## src/rtl/sram_mem_arbiter_pkg.sv

```systemverilog
// -----------------------------------------------------------------------------
// sram_mem_arbiter_pkg
// Shared definitions for the SRAM-style core port to unified-memory arbiter.
//
// Contents:
//   ADDR_W / DATA_W / STRB_W : bus widths used by the core and memory ports
//   WORD_W                   : 32-bit word width used by the rdata registers and
//                              the optional fetch buffer
//   arbState_e               : arbiter FSM state encoding
//   sameWord()               : true when two byte addresses fall in one word
// -----------------------------------------------------------------------------
package sram_mem_arbiter_pkg;

   // Existing bus widths shared by the core-side and memory-side ports
   localparam int ADDR_W = 32;
   localparam int DATA_W = 32;
   localparam int STRB_W = 4;

   // Word width of the registered read data and the fetch buffer entry
   localparam int WORD_W = 32;

   // Arbiter states: one request/wait pair per port, plus the single
   // cycle in which the core is released and samples the read data
   typedef enum logic [2:0] {
      IDLE   = 3'd0,
      D_REQ  = 3'd1,
      D_WAIT = 3'd2,
      I_REQ  = 3'd3,
      I_WAIT = 3'd4,
      DONE   = 3'd5
   } arbState_e;

   // Two byte addresses that differ only in the byte offset touch the same word
   function automatic logic sameWord(input logic [ADDR_W-1:0] a,
                                     input logic [ADDR_W-1:0] b);
      return a[ADDR_W-1:2] == b[ADDR_W-1:2];
   endfunction

endpackage

```

## src/rtl/sram_mem_arbiter_if.sv

```systemverilog
// -----------------------------------------------------------------------------
// sram_mem_arbiter_if
// Unified-memory request/response bus between the arbiter and the memory.
//
// Signals:
//   mem_req      request valid (held until accepted)
//   mem_wr       1 = write, 0 = read
//   mem_wstrb    write byte strobes
//   mem_addr     request address
//   mem_wdata    write data
//   mem_addr_ok  request accepted when mem_req & mem_addr_ok
//   mem_data_ok  one response per accepted request, in order
//   mem_rdata    read response data
//
// Modports:
//   master : the arbiter (drives the request, receives the response)
//   slave  : the memory  (receives the request, drives the response)
// -----------------------------------------------------------------------------
interface sram_mem_arbiter_if;
   import sram_mem_arbiter_pkg::*;

   logic              mem_req;
   logic              mem_wr;
   logic [STRB_W-1:0] mem_wstrb;
   logic [ADDR_W-1:0] mem_addr;
   logic [DATA_W-1:0] mem_wdata;
   logic              mem_addr_ok;
   logic              mem_data_ok;
   logic [DATA_W-1:0] mem_rdata;

   modport master (
      output mem_req,
      output mem_wr,
      output mem_wstrb,
      output mem_addr,
      output mem_wdata,
      input  mem_addr_ok,
      input  mem_data_ok,
      input  mem_rdata
   );

   modport slave (
      input  mem_req,
      input  mem_wr,
      input  mem_wstrb,
      input  mem_addr,
      input  mem_wdata,
      output mem_addr_ok,
      output mem_data_ok,
      output mem_rdata
   );

endinterface

```

## src/rtl/sram_mem_arbiter.sv

```systemverilog
// -----------------------------------------------------------------------------
// sram_mem_arbiter
// Merges the core's instruction-fetch port and data port onto one unified
// memory bus. When both ports request in the same cycle they are serviced back
// to back, data first (DATA_FIRST=1) or instruction first (DATA_FIRST=0). The
// core is held with stallreq_from_mem until both accesses have completed, then
// released for exactly one cycle (DONE) in which it samples the registered
// read data. Only one memory transaction is ever outstanding.
//
// Parameters:
//   DATA_FIRST        1: data access before fetch, 0: fetch before data access
//
// Ports:
//   clk               single clock, rising edge
//   rst               asynchronous, active-low reset
//   inst_sram_en      fetch request
//   inst_sram_addr    fetch address (stable while stalled)
//   inst_sram_rdata   fetched instruction (registered)
//   data_sram_en      data access request
//   data_sram_wen     byte write enables, 0 = load
//   data_sram_addr    data address (stable while stalled)
//   data_sram_wdata   store data
//   data_sram_rdata   load data (registered, untouched by stores)
//   stallreq_from_mem stall request to the pipeline stall controller
//   mem               unified memory bus (sram_mem_arbiter_if.master)
//
// Build option:
//   SRAM_ARB_IBUF_EN  adds a one-entry fetch buffer (valid, tag, data). A fetch
//                     whose address equals the tag is answered from the buffer
//                     with no memory transaction; any store touching the
//                     tagged word invalidates the entry. Without the macro
//                     every fetch goes to memory.
// -----------------------------------------------------------------------------
module sram_mem_arbiter
   import sram_mem_arbiter_pkg::*;
#(
   parameter int DATA_FIRST = 1
) (
   input  logic               clk,
   input  logic               rst,

   input  logic               inst_sram_en,
   input  logic [ADDR_W-1:0]  inst_sram_addr,
   output logic [WORD_W-1:0]  inst_sram_rdata,

   input  logic               data_sram_en,
   input  logic [STRB_W-1:0]  data_sram_wen,
   input  logic [ADDR_W-1:0]  data_sram_addr,
   input  logic [DATA_W-1:0]  data_sram_wdata,
   output logic [WORD_W-1:0]  data_sram_rdata,

   output logic               stallreq_from_mem,

   sram_mem_arbiter_if.master mem
);

   arbState_e         state_q, state_d;
   logic [WORD_W-1:0] instRdata_q, instRdata_d;
   logic [WORD_W-1:0] dataRdata_q, dataRdata_d;
   logic              instDone_q, instDone_d;
   logic              dataDone_q, dataDone_d;

   logic              dataIsStore;
   logic              instHit;
   logic [WORD_W-1:0] ibufRdata;

   assign dataIsStore = |data_sram_wen;

`ifdef SRAM_ARB_IBUF_EN
   logic              ibufValid_q, ibufValid_d;
   logic [ADDR_W-1:0] ibufTag_q, ibufTag_d;
   logic [WORD_W-1:0] ibufData_q, ibufData_d;
   logic              storeHitsTag;

   // A pending store that writes any byte of the buffered word makes the
   // buffered copy stale.
   assign storeHitsTag = ibufValid_q && data_sram_en && dataIsStore &&
                         sameWord(data_sram_addr, ibufTag_q);

   // When the store is serviced before the fetch, the fetch must see the new
   // memory contents, so a buffer match does not count as a hit in that case.
   assign instHit   = ibufValid_q && (inst_sram_addr == ibufTag_q) &&
                      !((DATA_FIRST != 0) && storeHitsTag);
   assign ibufRdata = ibufData_q;
`else
   assign instHit   = 1'b0;
   assign ibufRdata = '0;
`endif

   // The stall is purely combinational so a cycle with no request adds no
   // stall; it is forced low while reset is asserted.
   assign stallreq_from_mem = rst && (state_q != DONE) &&
                              (inst_sram_en || data_sram_en);

   assign inst_sram_rdata = instRdata_q;
   assign data_sram_rdata = dataRdata_q;

   // State and read-data registers. Reset abandons any in-flight transaction;
   // a late mem_data_ok then lands outside a wait state and is ignored.
   always_ff @(posedge clk or negedge rst) begin
      if (!rst) begin
         state_q     <= IDLE;
         instRdata_q <= '0;
         dataRdata_q <= '0;
         instDone_q  <= 1'b0;
         dataDone_q  <= 1'b0;
      end else begin
         state_q     <= state_d;
         instRdata_q <= instRdata_d;
         dataRdata_q <= dataRdata_d;
         instDone_q  <= instDone_d;
         dataDone_q  <= dataDone_d;
      end
   end

`ifdef SRAM_ARB_IBUF_EN
   // Fetch buffer entry
   always_ff @(posedge clk or negedge rst) begin
      if (!rst) begin
         ibufValid_q <= 1'b0;
         ibufTag_q   <= '0;
         ibufData_q  <= '0;
      end else begin
         ibufValid_q <= ibufValid_d;
         ibufTag_q   <= ibufTag_d;
         ibufData_q  <= ibufData_d;
      end
   end
`endif

   // Next-state and bus outputs. instDone/dataDone remember which ports have
   // been serviced in the current round so a port is never issued twice.
   always_comb begin
      state_d       = state_q;
      instRdata_d   = instRdata_q;
      dataRdata_d   = dataRdata_q;
      instDone_d    = instDone_q;
      dataDone_d    = dataDone_q;

      mem.mem_req   = 1'b0;
      mem.mem_wr    = 1'b0;
      mem.mem_wstrb = '0;
      mem.mem_addr  = '0;
      mem.mem_wdata = '0;

`ifdef SRAM_ARB_IBUF_EN
      ibufValid_d   = ibufValid_q;
      ibufTag_d     = ibufTag_q;
      ibufData_d    = ibufData_q;
`endif

      unique case (state_q)
         IDLE: begin
            instDone_d = 1'b0;
            dataDone_d = 1'b0;
            // A buffer hit is served here so the data is registered by DONE
            if (inst_sram_en && instHit) begin
               instDone_d  = 1'b1;
               instRdata_d = ibufRdata;
            end
            if (DATA_FIRST != 0) begin
               if (data_sram_en) begin
                  state_d = D_REQ;
               end else if (inst_sram_en) begin
                  state_d = instHit ? DONE : I_REQ;
               end
            end else begin
               if (inst_sram_en && !instHit) begin
                  state_d = I_REQ;
               end else if (data_sram_en) begin
                  state_d = D_REQ;
               end else if (inst_sram_en) begin
                  state_d = DONE;
               end
            end
         end

         D_REQ: begin
            mem.mem_req   = 1'b1;
            mem.mem_wr    = dataIsStore;
            mem.mem_wstrb = data_sram_wen;
            mem.mem_addr  = data_sram_addr;
            mem.mem_wdata = data_sram_wdata;
            if (mem.mem_addr_ok) begin
               state_d = D_WAIT;
`ifdef SRAM_ARB_IBUF_EN
               if (storeHitsTag) begin
                  ibufValid_d = 1'b0;
               end
`endif
            end
         end

         D_WAIT: begin
            if (mem.mem_data_ok) begin
               dataDone_d = 1'b1;
               // Store responses carry no load data
               if (!dataIsStore) begin
                  dataRdata_d = mem.mem_rdata;
               end
               state_d = (inst_sram_en && !instDone_q) ? I_REQ : DONE;
            end
         end

         I_REQ: begin
            mem.mem_req  = 1'b1;
            mem.mem_addr = inst_sram_addr;
            if (mem.mem_addr_ok) begin
               state_d = I_WAIT;
            end
         end

         I_WAIT: begin
            if (mem.mem_data_ok) begin
               instDone_d  = 1'b1;
               instRdata_d = mem.mem_rdata;
`ifdef SRAM_ARB_IBUF_EN
               ibufValid_d = 1'b1;
               ibufTag_d   = inst_sram_addr;
               ibufData_d  = mem.mem_rdata;
`endif
               state_d = (data_sram_en && !dataDone_q) ? D_REQ : DONE;
            end
         end

         DONE: begin
            state_d = IDLE;
         end

         default: begin
            state_d = IDLE;
         end
      endcase
   end

endmodule

```

## src/flat_wrapper.sv

```systemverilog
// flat-port wrapper written by rule: the top's interface ports become plain ports
module sram_mem_arbiter_flat import sram_mem_arbiter_pkg::*;
#(
   parameter int DATA_FIRST = 1
)
  (clk, rst, inst_sram_en, inst_sram_addr, inst_sram_rdata, data_sram_en, data_sram_wen, data_sram_addr, data_sram_wdata, data_sram_rdata, stallreq_from_mem, mem_mem_req, mem_mem_wr, mem_mem_wstrb, mem_mem_addr, mem_mem_wdata, mem_mem_addr_ok, mem_mem_data_ok, mem_mem_rdata);
  sram_mem_arbiter_if mem_i ();
  input  logic clk;
  input  logic rst;
  input  logic inst_sram_en;
  input  logic [ADDR_W-1:0] inst_sram_addr;
  output logic [WORD_W-1:0] inst_sram_rdata;
  input  logic data_sram_en;
  input  logic [STRB_W-1:0] data_sram_wen;
  input  logic [ADDR_W-1:0] data_sram_addr;
  input  logic [DATA_W-1:0] data_sram_wdata;
  output logic [WORD_W-1:0] data_sram_rdata;
  output logic stallreq_from_mem;
  output wire logic [$bits(mem_i.mem_req)-1:0] mem_mem_req;
  output wire logic [$bits(mem_i.mem_wr)-1:0] mem_mem_wr;
  output wire logic [$bits(mem_i.mem_wstrb)-1:0] mem_mem_wstrb;
  output wire logic [$bits(mem_i.mem_addr)-1:0] mem_mem_addr;
  output wire logic [$bits(mem_i.mem_wdata)-1:0] mem_mem_wdata;
  input wire logic [$bits(mem_i.mem_addr_ok)-1:0] mem_mem_addr_ok;
  input wire logic [$bits(mem_i.mem_data_ok)-1:0] mem_mem_data_ok;
  input wire logic [$bits(mem_i.mem_rdata)-1:0] mem_mem_rdata;
  assign mem_mem_req = mem_i.mem_req;
  assign mem_mem_wr = mem_i.mem_wr;
  assign mem_mem_wstrb = mem_i.mem_wstrb;
  assign mem_mem_addr = mem_i.mem_addr;
  assign mem_mem_wdata = mem_i.mem_wdata;
  assign mem_i.mem_addr_ok = mem_mem_addr_ok;
  assign mem_i.mem_data_ok = mem_mem_data_ok;
  assign mem_i.mem_rdata = mem_mem_rdata;
  sram_mem_arbiter #(.DATA_FIRST(DATA_FIRST)) u_core (.clk(clk), .rst(rst), .inst_sram_en(inst_sram_en), .inst_sram_addr(inst_sram_addr), .inst_sram_rdata(inst_sram_rdata), .data_sram_en(data_sram_en), .data_sram_wen(data_sram_wen), .data_sram_addr(data_sram_addr), .data_sram_wdata(data_sram_wdata), .data_sram_rdata(data_sram_rdata), .stallreq_from_mem(stallreq_from_mem), .mem(mem_i));
endmodule
```

## config.mk

```make
export PLATFORM = sky130hd
export DESIGN_NAME = sram_mem_arbiter_flat
export DESIGN_NICKNAME = d
export VERILOG_FILES = /design/src/rtl/sram_mem_arbiter_pkg.sv /design/src/rtl/sram_mem_arbiter_if.sv /design/src/rtl/sram_mem_arbiter.sv /design/src/flat_wrapper.sv
export SDC_FILE = /design/constraint.sdc
export NUM_CORES = 1
export LEC_CHECK = 0
export CAP_MARGIN = 20
export CELL_PAD_IN_SITES_DETAIL_PLACEMENT = 0
export CELL_PAD_IN_SITES_GLOBAL_PLACEMENT = 1
export CORE_UTILIZATION = 26
export DETAILED_ROUTE_END_ITERATION = 10
export PLACE_DENSITY = 0.83
export SYNTH_ARGS = -nofsm -noshare
export SYNTH_HDL_FRONTEND = slang
export SYNTH_SLANG_ARGS = --single-unit
```

## constraint.sdc

```tcl
create_clock -name clk -period 6 [get_ports clk]
set_input_delay 1.8 -clock clk [delete_from_list [all_inputs] [get_ports clk]]
set_output_delay 1.8 -clock clk [all_outputs]
set_load 0.03 [all_outputs]
```

* Word level (Yosys, flattened, before mapping)
Cells that the tools add are included.
** Storage, ports and cells
- Register bits after elaboration :: 69
- Output and inout bits :: 135
- Logic and storage cells :: 50
** Operators by class
- Equal/unequal tests :: 10
- Multiplexer cells :: 17
- Bitwise logic cells :: 1
- Reduce and logical (&&, ||, !) cells :: 17
** Operators by type and width (number)
- $pmux 32 s2 :: 1
- $mux 32 :: 1
- $mux 3 :: 8
- $pmux 3 s5 :: 1
- $ne 2x2->1 const B :: 4
- $eq 3x2->1 const B :: 2
- $ne 3x3->1 const B :: 2
- $reduce_and 2->1 :: 3
- $reduce_and 5->1 :: 1
- $logic_and 1x1->1 :: 4
- $mux 4 :: 1
- $pmux 1 s2 :: 2
- $reduce_bool 2->1 :: 2
- $reduce_or 4->1 :: 1
- $eq 3x1->1 const B :: 1
- $eq 3x3->1 const B :: 1
- $logic_not 3->1 :: 1
- $mux 1 :: 3
- $reduce_and 3->1 :: 1
- $logic_not 1->1 :: 2
- $reduce_or 2->1 :: 1
- $logic_or 1x1->1 :: 1
- $not 1->1 :: 1

* Depth between registers and ports, before layout
- Depth in word-level cells :: 5
- Mapped depth :: 6
- Depth with buffers taken out :: 3

* Worst setup path before layout
Ideal clock, no wire load.
- Path kind :: input to output
- From :: input port data_sram_wen[0]
- To :: output port mem_mem_wr
- Arrival :: 2.491 ns
- Data required time :: 4.200 ns
- Path slack :: 1.709 ns
- Stages :: 2
- Path buffers :: 0
- Path through :: nor4_2 > nor3_1
** On the way
- Longest elaborated chain between the ends :: 2
** Ends and longest elaborated chain
- start: declaration :: line flat_wrapper.sv:14 : input logic [STRB_W-1:0] data_sram_wen;
- $reduce_or 4->1 :: line sram_mem_arbiter.sv:67 : assign dataIsStore = |data_sram_wen;
- $mux 1 :: line sram_mem_arbiter.sv:152 : unique case (state_q)
- end: declaration :: line flat_wrapper.sv:20 : output wire logic [$bits(mem_i.mem_wr)-1:0] mem_mem_wr;
Every way passes these cells.

* Final worst setup path
- From :: input port data_sram_wen[2]
- To :: output port mem_mem_wr
The elaborated chain is that of the path after synthesis.

==> impl_metrics.yaml <==
placed_design:
  post-dp-hpwl_um: 8850
  gp_congestion: 0.842
  dpl_cell_area_um2: 6440
  dp_cells: 723
  portBuffers: 272
clock_tree:
  cts_resized: 0
  cts_sinks: 69
  clk_pin_slew_worst_paths_ns: 0.05
  root_buffer: "clkbuf_16"
  clk_path_buf_depth: 2
  cts_max_level: 3
  clkLatencyLatePin_ns: 0.32
  post_cts_buffers: 0
  cts_inserted_buffers: 9
  cts_tree: "yes"
  postCtsHoldBufs: 0
final_layout:
  finalNetCount: 696
  n_antenna_cell: 0
  area_growth_pct: 89.0
  drive_above_1_share_pct: 16.0
  fin_util_pct: 50.7
  instances_no_fill: 738
  final_cell_area_um2: 6770
sta:
  fmax_mhz: 193
  max_slew_margin_pct: 35.2
  hold_viol: 0
  skew_ns: 0.00594
  finalCritPeriodShare_pct: 86.4
  worstMarginPinSlew_ns: 0.971
  setup_tns_ns: 0
  rsz0062_at_grt: "false"
  setup-violations-final: 0
  maxSlewViolCount: 0
  min_period_ns: 5.18
synth:
  netlist_area_um2: 3580
  yosys-top-cells-area: "dfrtp_1 48%, mux2_4 13%, mux2_2 10%, mux2i_1 8.9%, and2_1 6.3%"
  synth_top_area_cell: "dfrtp_1"
  synth_edf_count: 0
  synth.yosys.seq_area_share_pct: 48.2
  ys_ff_latch: 69
  async_flop_share_pct: 100
  ys.flop_type: "dfrtp_1"
  synth_warnings: 0
  syn-num-nets: 429
  synth_top_area_share_pct: 48.2
  syn_area_per_cell_um2: 12.3
  synthCells: 291
  synth.distinct_cells: 35
global_route:
  overflow: 0
  grt_pass1_wl_um: 18200
  grt_usage_pct: 16.4
  grt_max_degree: 70
  grt_pass1_vias: 3498
  antenna_found_initial: 0
die:
  core-area_um2: 13300
  die_h_um: 119
  die_w_um: 119
  ioPinCount: 273
  start_util_pct: 26.9
  fp.dieArea_um2: 14300
  rows: 42
run_status:
  status: "completed"
detailed_routing:
  drc: 0
  drt_iter0_drc: 48
  wirelength_um: 11500
  via_per_inst: 4.44
  drtAntennaViolNets: 0
  firstDrtPassIters: 4
  wire_per_inst_um: 15.6
  vias: 3280
power_and_ir_drop:
  power_w: 0.00351
  leakagePower_nw: 2.92
  power_density_nw_per_um2: 519
  irDropWorstVdd_mv: 0.220
min_path:
  hold_depth: 1
  hold_class: "register to register"
setup_path:
  critical_path_peak_fanout: 2
  worstPathArrival_ns: 3.38
  worst_ep_required_time_ns: 4.20
  end_kind: "output port"
  cp-start-kind: "input port"
  reg2regPathDepth: 5
  path_class: "input port to output port"
job:
  maxCapViolations: 0
registers in the layout, indices dropped and copies added, names as in the netlist:
register and cells:
u_core.data_sram_rdata 32, u_core.inst_sram_rdata 32, u_core.state_q 3, u_core.dataDone_q 1, u_core.instDone_q 1
cell type report:
| class | instances | area (um2) |
|---|---|---|
| flip-flops and latches | 69 | 1730 |
| well taps | 176 | 220 |
| inverters | 2 | 7.51 |
| multi-input cells | 199 | 1730 |
| clock buffers | 9 | 225 |
| repair buffers | 277 | 2760 |
| clock inverters | 6 | 111 |
| fillers | 1222 | 6570 |
worst paths after layout:
path / startpoint / endpoint / slack, ns
worst min-delay path: u_core.inst_sram_rdata[7]$_DFFE_PN0P_ / u_core.inst_sram_rdata[7]$_DFFE_PN0P_ / 0.50
worst min register to register: u_core.inst_sram_rdata[7]$_DFFE_PN0P_ / u_core.inst_sram_rdata[7]$_DFFE_PN0P_ / 0.50
max in group asynchronous: rst / u_core.state_q[1]$_DFFE_PN0P_ / 3.65
min in group asynchronous: rst / u_core.data_sram_rdata[10]$_DFFE_PN0P_ / 1.75
worst max register to register: u_core.state_q[1]$_DFFE_PN0P_ / u_core.inst_sram_rdata[25]$_DFFE_PN0P_ / 3.86
worst max-delay path: data_sram_wen[2] / mem_mem_wr / 0.82
layer usage:
metal	track usage [%]	wire, um	part of all wire (%)
met1	19.1	4570	40
met2	29.0	5940	52
met3	4.65	828	7.2
met4	4.77	174	1.5
met5	0	0	0
cell families after synthesis:
| family | Yosys count | share of synthesized area [%] |
|---|---|---|
| AOI/OAI and AO/OA | 11 | 1.95 |
| buffers and inverters | 23 | 3.66 |
| DFF | 69 | 48.2 |
| muxes | 96 | 32.2 |
| and+or+nand+nor | 92 | 14.0 |
worst max-delay path, stage by stage:
cell and delay, ns:
clkdlybuf4s50_1 0.44, nor4_2 0.43, nor3_1 0.09, clkdlybuf4s50_1 0.62
cells in the mapped netlist (all sizes together) (3+ instances only):
master,number
a21oi,4
buf,16
and2,36
mux2,64
mux2i,32
nor2,37
clkbuf,5
nand2b,3
dfrtp,69
nor3,3
metrics by stage:
stage                     setup slack [ns]  hold slack [ns]
after global routing                 0.739            0.515
after detailed placement             0.816            0.494
after floorplan                       1.71            0.472
after global placement               0.841            0.475
after CTS                            0.810            0.507
final                                0.817            0.502
power breakdown:
part           internal (W)  switching, W  leakage (nW)  total [W]
Combinational      0.000973       0.00115          1.88    0.00212
Sequential         0.000669      0.000126         0.884   0.000795
Clock              0.000404      0.000195         0.162   0.000599
Total               0.00205       0.00147          2.92    0.00351
placed cells by master, fill, tap and decap left out:
cell,instances
nand3b_1,1
dfrtp_1,68
mux2_4,30
nand2_1,2
clkbuf_16,9
and3_1,1
mux2_2,33
and2_1,36
o211ai_1,1
nand3_2,1
o31a_1,1
nor3_1,3
a221oi_1,1
inv_1,2
clkdlybuf4s50_1,271
nor2b_1,2
mux2i_1,32
bufinv_16,3
nor2_2,1
a31oi_1,1
mux2_1,1
inv_6,1
nor4_2,1
or3_1,1
nand3_1,1
nand2b_1,3
nor3b_1,1
o311ai_0,1
buf_4,5
or3b_2,1
o21ai_0,2
clkinvlp_4,1
dfrtp_2,1
nor2_1,36
a21oi_1,4
nor3b_4,1
buf_2,1
clkinv_2,1
No activity file was read; power rests on OpenSTA's default activity.
